===== src/rtl/mp_arb_pkg.sv =====
// mp_arb_pkg
// Purpose: shared types and constants for the frame SRAM arbiter.
//   req_idx_e : requester index (display, motion-predict, background learner)
//   state_e   : arbiter FSM states
//   tag_t     : read-return tag {valid, owner}
//   owner_onehot(): converts a requester index into a one-hot vector
package mp_arb_pkg;

    localparam int ADDR_W_DEF = 20;
    localparam int DATA_W_DEF = 16;

    typedef enum logic [1:0] {
        REQ_DISP = 2'd0,
        REQ_MP   = 2'd1,
        REQ_BG   = 2'd2
    } req_idx_e;

    typedef enum logic [1:0] {
        S_RUN   = 2'd0,
        S_DRAIN = 2'd1,
        S_HALT  = 2'd2
    } state_e;

    typedef struct packed {
        logic       valid;
        logic [1:0] owner;
    } tag_t;

    function automatic logic [2:0] owner_onehot(input logic [1:0] owner);
        return 3'b001 << owner;
    endfunction

endpackage


===== src/rtl/mp_rd_tag_pipe.sv =====
// mp_rd_tag_pipe
// Purpose: shift register of read tags that follows each memory command
//   through the SRAM latency so read data can be routed to its owner.
// Ports:
//   i_clk, i_rst_n : clock, async active-low reset (clears all tags)
//   i_tag          : tag entered every cycle (valid=0 for writes / idle)
//   o_head         : oldest stage, aligned with i_mem_rdata
//   o_empty        : no valid tag anywhere in the pipe
module mp_rd_tag_pipe
    import mp_arb_pkg::*;
#(
    parameter int DEPTH = 3
) (
    input  logic i_clk,
    input  logic i_rst_n,
    input  tag_t i_tag,
    output tag_t o_head,
    output logic o_empty
);

    tag_t pipe_q [DEPTH];
    tag_t pipe_d [DEPTH];

    always_comb begin
        pipe_d[0] = i_tag;
        for (int i = 1; i < DEPTH; i++) begin
            pipe_d[i] = pipe_q[i-1];
        end
    end

    always_ff @(posedge i_clk or negedge i_rst_n) begin
        if (!i_rst_n) begin
            for (int i = 0; i < DEPTH; i++) begin
                pipe_q[i] <= '0;
            end
        end else begin
            for (int i = 0; i < DEPTH; i++) begin
                pipe_q[i] <= pipe_d[i];
            end
        end
    end

    always_comb begin
        o_empty = 1'b1;
        for (int i = 0; i < DEPTH; i++) begin
            if (pipe_q[i].valid) begin
                o_empty = 1'b0;
            end
        end
    end

    assign o_head = pipe_q[DEPTH-1];

endmodule


===== src/rtl/mp_frame_mem_arbiter.sv =====
// mp_frame_mem_arbiter
// Purpose: shares one single-port frame SRAM between display scan-out
//   (REQ0, priority), motion-predict fetch (REQ1) and background learner
//   (REQ2). One command per cycle, read data routed back in issue order,
//   display starvation guard, drain/halt mode for safe frame switching.
// Ports:
//   i_clk, i_rst_n        : clock, async active-low reset
//   i_req/i_we/i_addr/i_wdata : per-requester request, write enable, address, data
//   o_gnt                 : one-hot combinational accept
//   o_rvalid/o_rdata      : registered read return (one-hot owner, shared data)
//   i_drain/o_drained     : stop granting and flush reads / halted indication
//   o_mem_en/we/addr/wdata: registered SRAM command
//   i_mem_rdata           : SRAM read data, RD_LAT cycles after command
// Optional feature: define ARB_STATS_EN to add o_stat_gnt0/1/2 (grant counts)
//   and o_stat_hog (cycles the starvation guard forced a low grant).
module mp_frame_mem_arbiter
    import mp_arb_pkg::*;
#(
    parameter int ADDR_W  = ADDR_W_DEF,
    parameter int DATA_W  = DATA_W_DEF,
    parameter int RD_LAT  = 2,
    parameter int MAX_HOG = 4
) (
    input  logic                   i_clk,
    input  logic                   i_rst_n,
    input  logic [2:0]             i_req,
    input  logic [2:0]             i_we,
    input  logic [2:0][ADDR_W-1:0] i_addr,
    input  logic [2:0][DATA_W-1:0] i_wdata,
    output logic [2:0]             o_gnt,
    output logic [2:0]             o_rvalid,
    output logic [DATA_W-1:0]      o_rdata,
    input  logic                   i_drain,
    output logic                   o_drained,
    output logic                   o_mem_en,
    output logic                   o_mem_we,
    output logic [ADDR_W-1:0]      o_mem_addr,
    output logic [DATA_W-1:0]      o_mem_wdata,
    input  logic [DATA_W-1:0]      i_mem_rdata
`ifdef ARB_STATS_EN
    ,
    output logic [31:0]            o_stat_gnt0,
    output logic [31:0]            o_stat_gnt1,
    output logic [31:0]            o_stat_gnt2,
    output logic [15:0]            o_stat_hog
`endif
);

    localparam int              HOG_W   = $clog2(MAX_HOG + 1);
    localparam logic [HOG_W-1:0] HOG_MAX = HOG_W'(MAX_HOG);

    state_e             state_q, state_d;
    req_idx_e           rr_ptr_q, rr_ptr_d;
    logic [HOG_W-1:0]   hog_q, hog_d;
    logic               mem_en_q, mem_en_d;
    logic               mem_we_q, mem_we_d;
    logic [ADDR_W-1:0]  mem_addr_q, mem_addr_d;
    logic [DATA_W-1:0]  mem_wdata_q, mem_wdata_d;
    logic [2:0]         rvalid_q, rvalid_d;
    logic [DATA_W-1:0]  rdata_q, rdata_d;

    logic [2:0]         gnt;
    logic [1:0]         gnt_idx;
    logic               low_req;
    logic               grant_ok;
    tag_t               tag_in;
    tag_t               tag_head;
    logic               tag_empty;

    assign low_req = i_req[1] | i_req[2];
    // Reset and any non-RUN state (or a drain request this very cycle) block grants.
    assign grant_ok = i_rst_n && (state_q == S_RUN) && !i_drain;

    // Arbitration, starvation guard and FSM next state
    always_comb begin
        gnt      = 3'b000;
        rr_ptr_d = rr_ptr_q;
        hog_d    = hog_q;
        state_d  = state_q;

        if (grant_ok) begin
            // Display wins unless it has hogged MAX_HOG slots while a low requester waits.
            if (i_req[0] && (hog_q != HOG_MAX || !low_req)) begin
                gnt = 3'b001;
            end else if (i_req[1] && i_req[2]) begin
                gnt = (rr_ptr_q == REQ_BG) ? 3'b100 : 3'b010;
            end else if (i_req[1]) begin
                gnt = 3'b010;
            end else if (i_req[2]) begin
                gnt = 3'b100;
            end
        end

        if (gnt[1]) begin
            rr_ptr_d = REQ_BG;
        end else if (gnt[2]) begin
            rr_ptr_d = REQ_MP;
        end

        if (gnt[1] || gnt[2] || !low_req) begin
            hog_d = '0;
        end else if (gnt[0] && hog_q != HOG_MAX) begin
            hog_d = hog_q + 1'b1;
        end

        case (state_q)
            S_RUN:   if (i_drain) state_d = S_DRAIN;
            S_DRAIN: begin
                if (!i_drain) begin
                    state_d = S_RUN;
                end else if (tag_empty) begin
                    state_d = S_HALT;
                end
            end
            S_HALT:  if (!i_drain) state_d = S_RUN;
            default: state_d = S_RUN;
        endcase
    end

    // Command formation; address/data hold when idle so only the strobe toggles.
    always_comb begin
        gnt_idx     = gnt[2] ? 2'd2 : (gnt[1] ? 2'd1 : 2'd0);
        mem_en_d    = |gnt;
        mem_we_d    = mem_we_q;
        mem_addr_d  = mem_addr_q;
        mem_wdata_d = mem_wdata_q;
        if (|gnt) begin
            mem_we_d    = (gnt_idx != 2'd0) && i_we[gnt_idx];
            mem_addr_d  = i_addr[gnt_idx];
            mem_wdata_d = i_wdata[gnt_idx];
        end
        tag_in.valid = (|gnt) && !mem_we_d;
        tag_in.owner = gnt_idx;
    end

    // Read return: head tag lines up with i_mem_rdata.
    always_comb begin
        rvalid_d = 3'b000;
        rdata_d  = rdata_q;
        if (tag_head.valid) begin
            rvalid_d = owner_onehot(tag_head.owner);
            rdata_d  = i_mem_rdata;
        end
    end

    always_ff @(posedge i_clk or negedge i_rst_n) begin
        if (!i_rst_n) begin
            state_q     <= S_RUN;
            rr_ptr_q    <= REQ_MP;
            hog_q       <= '0;
            mem_en_q    <= 1'b0;
            mem_we_q    <= 1'b0;
            mem_addr_q  <= '0;
            mem_wdata_q <= '0;
            rvalid_q    <= 3'b000;
            rdata_q     <= '0;
        end else begin
            state_q     <= state_d;
            rr_ptr_q    <= rr_ptr_d;
            hog_q       <= hog_d;
            mem_en_q    <= mem_en_d;
            mem_we_q    <= mem_we_d;
            mem_addr_q  <= mem_addr_d;
            mem_wdata_q <= mem_wdata_d;
            rvalid_q    <= rvalid_d;
            rdata_q     <= rdata_d;
        end
    end

    mp_rd_tag_pipe #(
        .DEPTH (RD_LAT + 1)
    ) u_tag_pipe (
        .i_clk   (i_clk),
        .i_rst_n (i_rst_n),
        .i_tag   (tag_in),
        .o_head  (tag_head),
        .o_empty (tag_empty)
    );

`ifdef ARB_STATS_EN
    logic [31:0] stat_gnt0_q, stat_gnt0_d;
    logic [31:0] stat_gnt1_q, stat_gnt1_d;
    logic [31:0] stat_gnt2_q, stat_gnt2_d;
    logic [15:0] stat_hog_q,  stat_hog_d;

    always_comb begin
        stat_gnt0_d = stat_gnt0_q + {31'd0, gnt[0]};
        stat_gnt1_d = stat_gnt1_q + {31'd0, gnt[1]};
        stat_gnt2_d = stat_gnt2_q + {31'd0, gnt[2]};
        stat_hog_d  = stat_hog_q;
        // A low grant while display is requesting can only come from the guard.
        if (i_req[0] && (gnt[1] || gnt[2]) && stat_hog_q != 16'hFFFF) begin
            stat_hog_d = stat_hog_q + 16'd1;
        end
        if (state_q != S_HALT && state_d == S_HALT) begin
            stat_gnt0_d = '0;
            stat_gnt1_d = '0;
            stat_gnt2_d = '0;
            stat_hog_d  = '0;
        end
    end

    always_ff @(posedge i_clk or negedge i_rst_n) begin
        if (!i_rst_n) begin
            stat_gnt0_q <= '0;
            stat_gnt1_q <= '0;
            stat_gnt2_q <= '0;
            stat_hog_q  <= '0;
        end else begin
            stat_gnt0_q <= stat_gnt0_d;
            stat_gnt1_q <= stat_gnt1_d;
            stat_gnt2_q <= stat_gnt2_d;
            stat_hog_q  <= stat_hog_d;
        end
    end

    assign o_stat_gnt0 = stat_gnt0_q;
    assign o_stat_gnt1 = stat_gnt1_q;
    assign o_stat_gnt2 = stat_gnt2_q;
    assign o_stat_hog  = stat_hog_q;
`endif

    assign o_gnt       = gnt;
    assign o_rvalid    = rvalid_q;
    assign o_rdata     = rdata_q;
    assign o_drained   = (state_q == S_HALT);
    assign o_mem_en    = mem_en_q;
    assign o_mem_we    = mem_we_q;
    assign o_mem_addr  = mem_addr_q;
    assign o_mem_wdata = mem_wdata_q;

endmodule


===== config.mk =====
export PLATFORM = sky130hd
export DESIGN_NAME = mp_frame_mem_arbiter
export DESIGN_NICKNAME = d
export VERILOG_FILES = /design/src/rtl/mp_arb_pkg.sv /design/src/rtl/mp_rd_tag_pipe.sv /design/src/rtl/mp_frame_mem_arbiter.sv
export SDC_FILE = /design/constraint.sdc
export NUM_CORES = 1
export LEC_CHECK = 0
export ABC_CLOCK_PERIOD_IN_PS = 3820
export CAP_MARGIN = 20
export CORE_MARGIN = 4
export CORE_UTILIZATION = 44
export DETAILED_ROUTE_END_ITERATION = 12
export PLACE_DENSITY = 0.85
export SLEW_MARGIN = 15
export SYNTH_ARGS = -nofsm -noshare
export SYNTH_HDL_FRONTEND = slang
export SYNTH_SLANG_ARGS = --single-unit

===== constraint.sdc =====
create_clock -name i_clk -period 3.82 [get_ports i_clk]
set_clock_uncertainty 0.15 [all_clocks]
set_input_delay 0.382 -clock i_clk [delete_from_list [all_inputs] [get_ports i_clk]]
set_output_delay 0.382 -clock i_clk [all_outputs]
set_load 0.1 [all_outputs]

# Word level (Yosys, flattened, before mapping)
# Cells that the tools add are included.
dict set report totals {
  reg_bits 73
  input_bits 133
  out_inout_bits 61
  word_cells 73
}
dict set report op_classes {
  n_addsub 1
  order_cmp 1
  n_eq_ne 7
  shifts 1
  mux 28
  bitwise 1
  reduce_logical 19
}
# operator n
set ops {}
lappend ops {{20-bit binary-select mux with 2-bit select} 1}
lappend ops {{16-bit binary-select mux with 2-bit select} 1}
lappend ops {{3-bit two-way mux} 9}
lappend ops {{20-bit two-way mux} 1}
lappend ops {{16-bit two-way mux} 1}
lappend ops {{2-bit two-way mux} 7}
lappend ops {{1-bit logical AND} 7}
lappend ops {{1-bit two-way mux} 6}
lappend ops {{3-bit != test, second input constant} 2}
lappend ops {{2-bit one-hot mux with 3 select lines} 1}
lappend ops {{2-bit nonzero test} 3}
lappend ops {{2-bit == test, second input constant} 2}
lappend ops {{2-bit != test, second input constant} 2}
lappend ops {{3-bit by 1-bit adder with 3-bit output, second input constant} 1}
lappend ops {{1-bit logical NOT} 3}
lappend ops {{1-bit logical OR} 3}
lappend ops {{2-bit by 3-bit less-than comparator with 1-bit output, second input constant} 1}
lappend ops {{3-bit AND reduction} 1}
lappend ops {{3-bit OR reduction} 1}
lappend ops {{1-bit by 2-bit left shift with 3-bit output, first input constant} 1}
lappend ops {{1-bit binary-select mux with 2-bit select} 1}
lappend ops {{2-bit by 1-bit == test with 1-bit output, second input constant} 1}
lappend ops {{2-bit logical NOT} 1}
lappend ops {{1-bit OR} 1}

# Longest topological paths before layout
# Gate-level depths: netlist (run 1).
dict set report logic_depth {
  word_depth 14
  ltp_mapped 8
  ltp_nobuf 6
}

# Modules after synthesis
# A second synthesis (run 1) with hierarchy kept.
dict set report unflattened {
  hier_cells 324
  hier_area_um2 3374.5
}
# mod n_inst cells_per_inst area_per_inst_um2 seq_area_each_um2
set by_module_without_submodules {}
lappend by_module_without_submodules {mp_frame_mem_arbiter 1 314 3139.3 1602.8}
lappend by_module_without_submodules {mp_rd_tag_pipe 1 10 235.2 225.2}

# Worst setup path before layout (run 1)
# Ideal clock, no wire load.
dict set report synth_path {
  path_type {register to output}
  start {reg state_q[0]}
  end {out o_gnt[0]}
  t_arrival_ns 2.491
  required_ns 3.288
  slack_ns 0.797
  path_stages_with_launch 5
  path_buffers 2
  cell_sequence {dfrtp_1 > or4b_1 > clkbuf_1 > clkbuf_1 > nor2_1}
}
dict set report synth_between {
  elab_chain_len 4
}
# element line_no
set synth_rtl {}
lappend synth_rtl {{start, declared} mp_frame_mem_arbiter.sv:52} ;# state_e state_q, state_d;
lappend synth_rtl {{start signal, assigned} mp_frame_mem_arbiter.sv:158} ;# state_q <= state_d;
lappend synth_rtl {{2-bit logical NOT} mp_frame_mem_arbiter.sv:72} ;# assign grant_ok = i_rst_n && (state_q == S_RUN) && !i_drain;
lappend synth_rtl {{1-bit logical AND (2 in series)} mp_frame_mem_arbiter.sv:72}
lappend synth_rtl {{3-bit two-way mux} mp_frame_mem_arbiter.sv:81} ;# if (grant_ok) begin
lappend synth_rtl {{end, declared} mp_frame_mem_arbiter.sv:30} ;# output logic [2:0] o_gnt,
# No other way between the ends.

# Worst setup path after layout (run 1)
dict set report layout_path {
  start {in i_rst_n}
  end {reg mem_wdata_q[1], in the netlist o_mem_wdata[1]}
}
dict set report layout_between {
  elab_chain_len 7
  elab_cells_between_ends 8
  classes_between {mux: 5; reduce/logical: 3}
}
# element line_no
set layout_rtl {}
lappend layout_rtl {{start, declared} mp_frame_mem_arbiter.sv:25} ;# input logic i_rst_n,
lappend layout_rtl {{1-bit logical AND * (2 in series)} mp_frame_mem_arbiter.sv:72}
lappend layout_rtl {{3-bit two-way mux *} mp_frame_mem_arbiter.sv:81}
lappend layout_rtl {{1-bit two-way mux} mp_frame_mem_arbiter.sv:122} ;# gnt_idx = gnt[2] ? 2'd2 : (gnt[1] ? 2'd1 : 2'd0);
lappend layout_rtl {{2-bit two-way mux} mp_frame_mem_arbiter.sv:122}
lappend layout_rtl {{16-bit binary-select mux with 2-bit select} mp_frame_mem_arbiter.sv:130} ;# mem_wdata_d = i_wdata[gnt_idx];
lappend layout_rtl {{16-bit two-way mux (implied by the code)} mp_frame_mem_arbiter.sv:130}
lappend layout_rtl {{end signal, assigned} mp_frame_mem_arbiter.sv:164} ;# mem_wdata_q <= mem_wdata_d;
lappend layout_rtl {{end, declared} mp_frame_mem_arbiter.sv:58} ;# logic [DATA_W-1:0] mem_wdata_q, mem_wdata_d;
# Mark *: on every way between the ends. The rest lies on a longest branch, timed or not. The select of a mux whose other input is x is not followed.
# A chain may end at the register's enable or synchronous reset.

==> flow_summary.yaml, run 1 <==
global_route:
  grt_pass1_wl_um: 20400
  antenna_found_initial: 0
  grt.total_usage_pct: 25.0
  grt_overflow_total: 0
  grt_pass1_vias: 4201
  grt_start_max_net_pins: 56
job:
  drv_cap: 0
clock_tree:
  path_clk_slew_ps: 80
  clkLatencyLatePin_ps: 340
  cts_tree: "built"
  htreeDepth: 3
  cts_resized: 0
  cts_buffer_depth: 2
  clock-root-buffer: "clkbuf_8"
  numCtsBuffers: 9
  tritoncts_num_sinks: 73
sta:
  fin_crit_ps: 3030
  clock.fmax_mhz: 330
  hold_ws_ps: 202
  grt_setup_unrepaired: "false"
  finalCritPeriodShare_pct: 79.4
  relSlewSlack_pct: 32.0
  maxSlewViolCount: 0
  tightest_slew_ps: 1020
  timing.setup.tns_ps: 0
  fin_ws_ps: 787
  setup_viol: 0
  final-hold-violation-count: 0
finish:
  nets: 731
  syn_to_final_growth_pct: 57.3
  antenna_cells: 0
  final_area_um2: 6020
  layout-drive-gt1-share_pct: 8.32
  n_fill_cell: 651
die:
  io_pins: 194
  start_util_pct: 45.9
  die_h_um: 101
  dieArea_um2: 10300
  rows: 33
  core_area_um2: 8340
  die_w_um: 101
setup_path:
  critical_path.top_delay_family: "buffers and inverters"
  cp_cell_sequence: "dlygate4sd3_1 > buf_4 > or4b_1 > buf_4 > a21o_1 > inv_1 > nor2_1 > o2bb2ai_1"
  r2r.worst_path.cells: 6
  crit_start: "i_rst_n"
  cp_max_fo: 32
  crit_path_start_kind: "input pin"
  critical-path-slowest-cell: "dlygate4sd3_1"
  crit_cells: 8
  path_buf_inv: 4
  endpoint_kind: "flop"
  slowest_delay_ps: 530
  crit_arrival_ps: 3150
  rr_startpoint: "state_q[1]$_DFFE_PN0P_"
  crit_type: "in2reg"
  critical_path.most_common_cell: "buf_4"
  required_ps: 3940
detailed_routing:
  vias: 4018
  wl_per_cell_um: 18.3
  routed_via_density: 5.69
  wl_met3_um: 1250
  dr.pass1.iters: 4
  dr_wl_met2_um: 6550
  top_layer: "met4"
  drt-total-wl_um: 12900
  drt_iter0_drc: 235
  ant_nets: 0
  wl_met1_um: 4810
  drc: 0
power_and_ir_drop:
  p_int_w: 0.00202
  power_frac_seq_pct: 25.5
  irDropWorstVdd_mv: 0.463
  power-per-cell-area_nw_per_um2: 731
  switching_share_pct: 54.1
  totalPowerFinal_w: 0.00440
  p_leak_nw: 2.53
  pwr-share-comb_pct: 59.2
  clkPwrFrac_pct: 15.3
  power_switching_w: 0.00238
yosys:
  ys_warn_count: 0
  synthArstFlopShare_pct: 100
  synth_edf_count: 0
  ys_types: 35
  seq_area_frac_synth_pct: 47.8
  ys_ff_latch: 73
  synthFlopType: "dfrtp_1"
  synthCells: 425
  avgSynthCellArea_um2: 9.00
  syn_area_um2: 3830
  syn-num-nets: 560
hold_path:
  hp-start: "u_tag_pipe.pipe_d[3]$_DFF_PN0_"
  hold_path_depth: 0
  hold_path_class: "reg2reg"
placement:
  dp_hpwl_um: 9100
  dpl_worst_slack_ps: 796
  place_congestion: 0.925
  port_buffers: 192
  postPlaceCellArea_um2: 5790
status:
  status: "finished clean"
-- power groups by stage --
stage	Combinational, W	Sequential, W	Clock [W]
global placement	0.00258	0.00112	0
CTS	0.00262	0.00112	0.000682
detailed placement	0.00261	0.00114	0
floorplan	0.000407	0.00262	0
finish	0.00261	0.00112	0.000671
global route	0.00270	0.00115	0.000721
-- layout make-up --
cell class / count / area, µm² / share of cell area [%]
clock inverters: 6 / 91.3 / 1.52
well taps: 105 / 131 / 2.18
multi-input cells: 302 / 1780 / 29.6
repair buffers: 203 / 2030 / 33.7
flip-flops and latches: 73 / 1830 / 30.4
clock buffers: 10 / 128 / 2.12
inverters: 7 / 26.3 / 0.437
-- worst paths after layout --
kind	to	slack, ps
max	o_mem_wdata[1]$_DFFE_PN0P_	790
min	u_tag_pipe.pipe_d[0]$_DFF_PN0_	200
max reg2reg	o_mem_wdata[1]$_DFFE_PN0P_	1210
min reg2reg	u_tag_pipe.pipe_d[0]$_DFF_PN0_	200
max in group asynchronous	o_mem_addr[11]$_DFFE_PN0P_	2260
min in group asynchronous	state_q[1]$_DFFE_PN0P_	330
-- cell usage in the layout (no fill, tap or decap), types with 11 or more instances in the layout --
| cell type | count |
|---|---|
| a211oi_1 | 27 |
| a21oi_1 | 57 |
| buf_4 | 11 |
| clkdlybuf4s50_1 | 187 |
| dfrtp_1 | 72 |
| mux2_2 | 16 |
| nand2_1 | 86 |
| nand3_1 | 30 |
| nor2_1 | 11 |
| o31ai_1 | 28 |
-- flip-flops by register name (all words and copies together), names as in the netlist, 2 cells and up --
signal,count
o_mem_wdata,16
hog_q,3
u_tag_pipe.pipe_d,6
u_tag_pipe.o_head,3
rr_ptr_q,2
o_rdata,16
o_rvalid,3
o_mem_addr,20
state_q,2
-- per-layer routing --
metal | GRT usage, % | vias to the layer above
li1 | - | 1877
met1 | 30.2 | 1924
met2 | 41.9 | 194
met3 | 6.68 | 23
met4 | 10.9 | 0
met5 | 0 | -
-- synthesized netlist by cell type (3+ instances only) --
cell type | instances | share of area [%]
clkbuf_1 | 24 | 2.4
dfrtp_1 | 72 | 47
a211oi_1 | 27 | 5.3
inv_1 | 7 | 0.69
o2bb2ai_1 | 9 | 2.1
buf_1 | 3 | 0.29
nand2_1 | 86 | 8.4
nor2b_1 | 3 | 0.49
nor2_1 | 11 | 1.1
a221oi_1 | 9 | 2.1
buf_2 | 12 | 1.6
buf_4 | 3 | 0.59
nand3_1 | 30 | 3.9
o31ai_1 | 28 | 5.5
o21a_1 | 3 | 0.59
mux2_2 | 16 | 4.7
a21oi_1 | 58 | 7.6
-- cells by family after synthesis --
group | share of synthesized area, %
simple gates | 16.5
compound gates | 24.5
flops | 47.8
buf+inv | 5.79
mux | 4.71
fa+ha+maj | 0.654
-- metrics by stage --
step | utilization (%) | instances
after global placement | 69.4 | 689
after floorplan | - | 425
after detailed placement | 69.4 | 689
final | 72.1 | 706
after global routing | 72.1 | 706
after CTS | 72.1 | 706
-- what timing repair did --
item,CTS,global route
endpoints found under the hold margin,23,0
endpoints found under the setup margin,0,0
hold buffers,1,0
buffers inserted,0,0
No activity file was read; power rests on OpenSTA's default activity.
==> inputs of run 2 (changes only) <==
--- a/config.mk
+++ b/config.mk
@@ -5,12 +5,12 @@
 export SDC_FILE = /design/constraint.sdc
 export NUM_CORES = 1
 export LEC_CHECK = 0
-export ABC_CLOCK_PERIOD_IN_PS = 3820
+export ABC_CLOCK_PERIOD_IN_PS = 2900
 export CAP_MARGIN = 20
 export CORE_MARGIN = 4
-export CORE_UTILIZATION = 44
+export CORE_UTILIZATION = 40
 export DETAILED_ROUTE_END_ITERATION = 12
-export PLACE_DENSITY = 0.85
+export PLACE_DENSITY = 0.78
 export SLEW_MARGIN = 15
 export SYNTH_ARGS = -nofsm -noshare
 export SYNTH_HDL_FRONTEND = slang
==> constraint.sdc (replaced) <==
create_clock -name i_clk -period 2.9 [get_ports i_clk]
set_clock_uncertainty 0.15 [all_clocks]
set_input_delay 0.29 -clock i_clk [delete_from_list [all_inputs] [get_ports i_clk]]
set_output_delay 0.29 -clock i_clk [all_outputs]
set_load 0.1 [all_outputs]
==> flow_summary.yaml, run 2 (synthesis results as in run 1) <==
detailed_routing:
  drt_iter0_drc: 285
  dr.pass1.iters: 5
  ant_nets: 0
  wl_per_cell_um: 16.9
  routed_via_density: 5.41
  drc: 0
  drt-total-wl_um: 12400
  vias: 3985
global_route:
  grt_overflow_total: 0
  antenna_found_initial: 1
  grt.total_usage_pct: 22.3
  grt_start_max_net_pins: 74
  grt_pass1_wl_um: 20100
  grt_pass1_vias: 4016
finish:
  layout-drive-gt1-share_pct: 19.1
  utilization_pct: 63.9
  final_cell_mix: "clkdlybuf4s50_1 (129), nand2_1 (86), buf_4 (76)"
  n_fill_cell: 783
  nets: 737
  finalNonFillerCells: 736
  final_common_cell: "clkdlybuf4s50_1"
  largest_register_ff_count: 20
  syn_to_final_growth_pct: 54.9
  antenna_cells: 0
placement:
  dpl_worst_slack_ps: 459
  dp_hpwl_um: 8960
  port_buffers: 192
  placedCellCount: 720
  place_congestion: 0.836
setup_path:
  crit_path_start_kind: "flop"
  cp_cell_sequence: "inv_1 > ha_1 > o211ai_1 > nand2_1 > buf_4 > nand3_1 > inv_1 > buf_12"
  endpoint_kind: "primary output"
  crit_arrival_ps: 2000
  critical-path-slowest-cell: "dfrtp_1"
  cp_max_fo: 16
  slowest_delay_ps: 400
  crit_type: "reg2out"
  critical_path.most_common_cell: "inv_1"
  required_ps: 2460
clock_tree:
  clock-root-buffer: "clkbuf_8"
  tritoncts_num_sinks: 73
  cts_resized: 0
  cts_setup_buffers: 0
  htreeDepth: 3
  cts_buffer_depth: 2
  cts_hold_buffers: 0
  path_clk_slew_ps: 80
  numCtsBuffers: 9
  cts_tree: "built"
  clkLatencyLatePin_ps: 340
power_and_ir_drop:
  switching_share_pct: 55.8
  irDropWorstVdd_mv: 0.563
  power_frac_seq_pct: 26.4
  power_switching_w: 0.00313
  totalPowerFinal_w: 0.00562
  p_leak_nw: 2.62
  clkPwrFrac_pct: 14.4
  pwr-share-comb_pct: 59.2
  p_int_w: 0.00249
  power-per-cell-area_nw_per_um2: 948
die:
  die_h_um: 106
  io_pins: 194
  die_w_um: 106
  dieArea_um2: 11200
  core_area_um2: 9280
  rows: 35
  start_util_pct: 41.2
sta:
  grt_setup_unrepaired: "false"
  finalCritPeriodShare_pct: 84.0
  fin_ws_ps: 464
  tightest_slew_ps: 914
  setup_viol: 0
  relSlewSlack_pct: 39.1
  timing.setup.tns_ps: 0
  fin_crit_ps: 2440
  maxSlewViolCount: 0
  final-hold-violation-count: 0
  clock.fmax_mhz: 411
job:
  drv_cap: 0
status:
  status: "finished clean"
hold_path:
  hold_path_class: "in2async"
## run 2: cell types whose count changed in the layout (fill, tap and decap cells not counted), sizes merged
cell	change
bufinv	-1
inv	+1
dlygate4sd3	-1
clkdlybuf4s50	-58
clkinv	+1
clkbuf	-1
buf	+65
## run 2: cell type report
cell class / instances / area (µm²) / share of cell area (%)
repair buffers: 209 / 1930 / 32.5
clock buffers: 9 / 124 / 2.09
multi-input cells: 302 / 1780 / 30.1
clock inverters: 7 / 78.8 / 1.33
inverters: 7 / 26.3 / 0.443
flip-flops and latches: 73 / 1830 / 30.8
well taps: 129 / 161 / 2.72
## run 2: power groups by stage
stage               Sequential [W]  Combinational (W)  Clock (W)
finish                     0.00148            0.00333   0.000810
global route               0.00153            0.00344   0.000889
CTS                        0.00149            0.00334   0.000834
detailed placement         0.00150            0.00334          0
global placement           0.00149            0.00331          0
floorplan                  0.00345           0.000537          0
## run 2: layer usage
metal,vias up,part of all wire (%),GRT usage [%]
li1,1888,-,-
met1,1897,41,27.3
met2,168,50,37.6
met3,30,6.9,4.59
met4,2,2.6,10.4
met5,-,0.10,0
## run 2: worst max-delay path, delay by kind of cell (launching register included)
kind	cells	cell delay (ps)
AOI/OAI and AO/OA	1	140
adders and majority gates	1	170
buffers and inverters	4	640
DFF	1	400
and+or+nand+nor	2	310
## run 2: worst paths after layout
check / slack, ps / endpoint / start / depth (start not counted)
worst max register to register: 760 / o_mem_wdata[11]$_DFFE_PN0P_ / state_q[1]$_DFFE_PN0P_ / 5
min in group i_clk: 200 / u_tag_pipe.pipe_d[0]$_DFF_PN0_ / u_tag_pipe.pipe_d[3]$_DFF_PN0_ / 0
worst min register to register: 200 / u_tag_pipe.pipe_d[0]$_DFF_PN0_ / u_tag_pipe.pipe_d[3]$_DFF_PN0_ / 0
max in group asynchronous: 1950 / o_mem_addr[6]$_DFFE_PN0P_ / i_rst_n / 2
worst max-delay path: 460 / o_gnt[1] / hog_q[0]$_DFFE_PN0P_ / 8
worst min-delay path: 30 / o_rdata[12]$_DFFE_PN0P_ / i_rst_n / 2
## run 2: stage by stage
step / hold WS (ps) / instance area [µm²]
2_1_floorplan: -156 / 3830
4_1_cts: 81.1 / 5930
5_1_grt: 112 / 5930
3_3_place_gp: 184 / 5730
3_5_place_dp: 193 / 5730
6_report: 34.1 / 5930
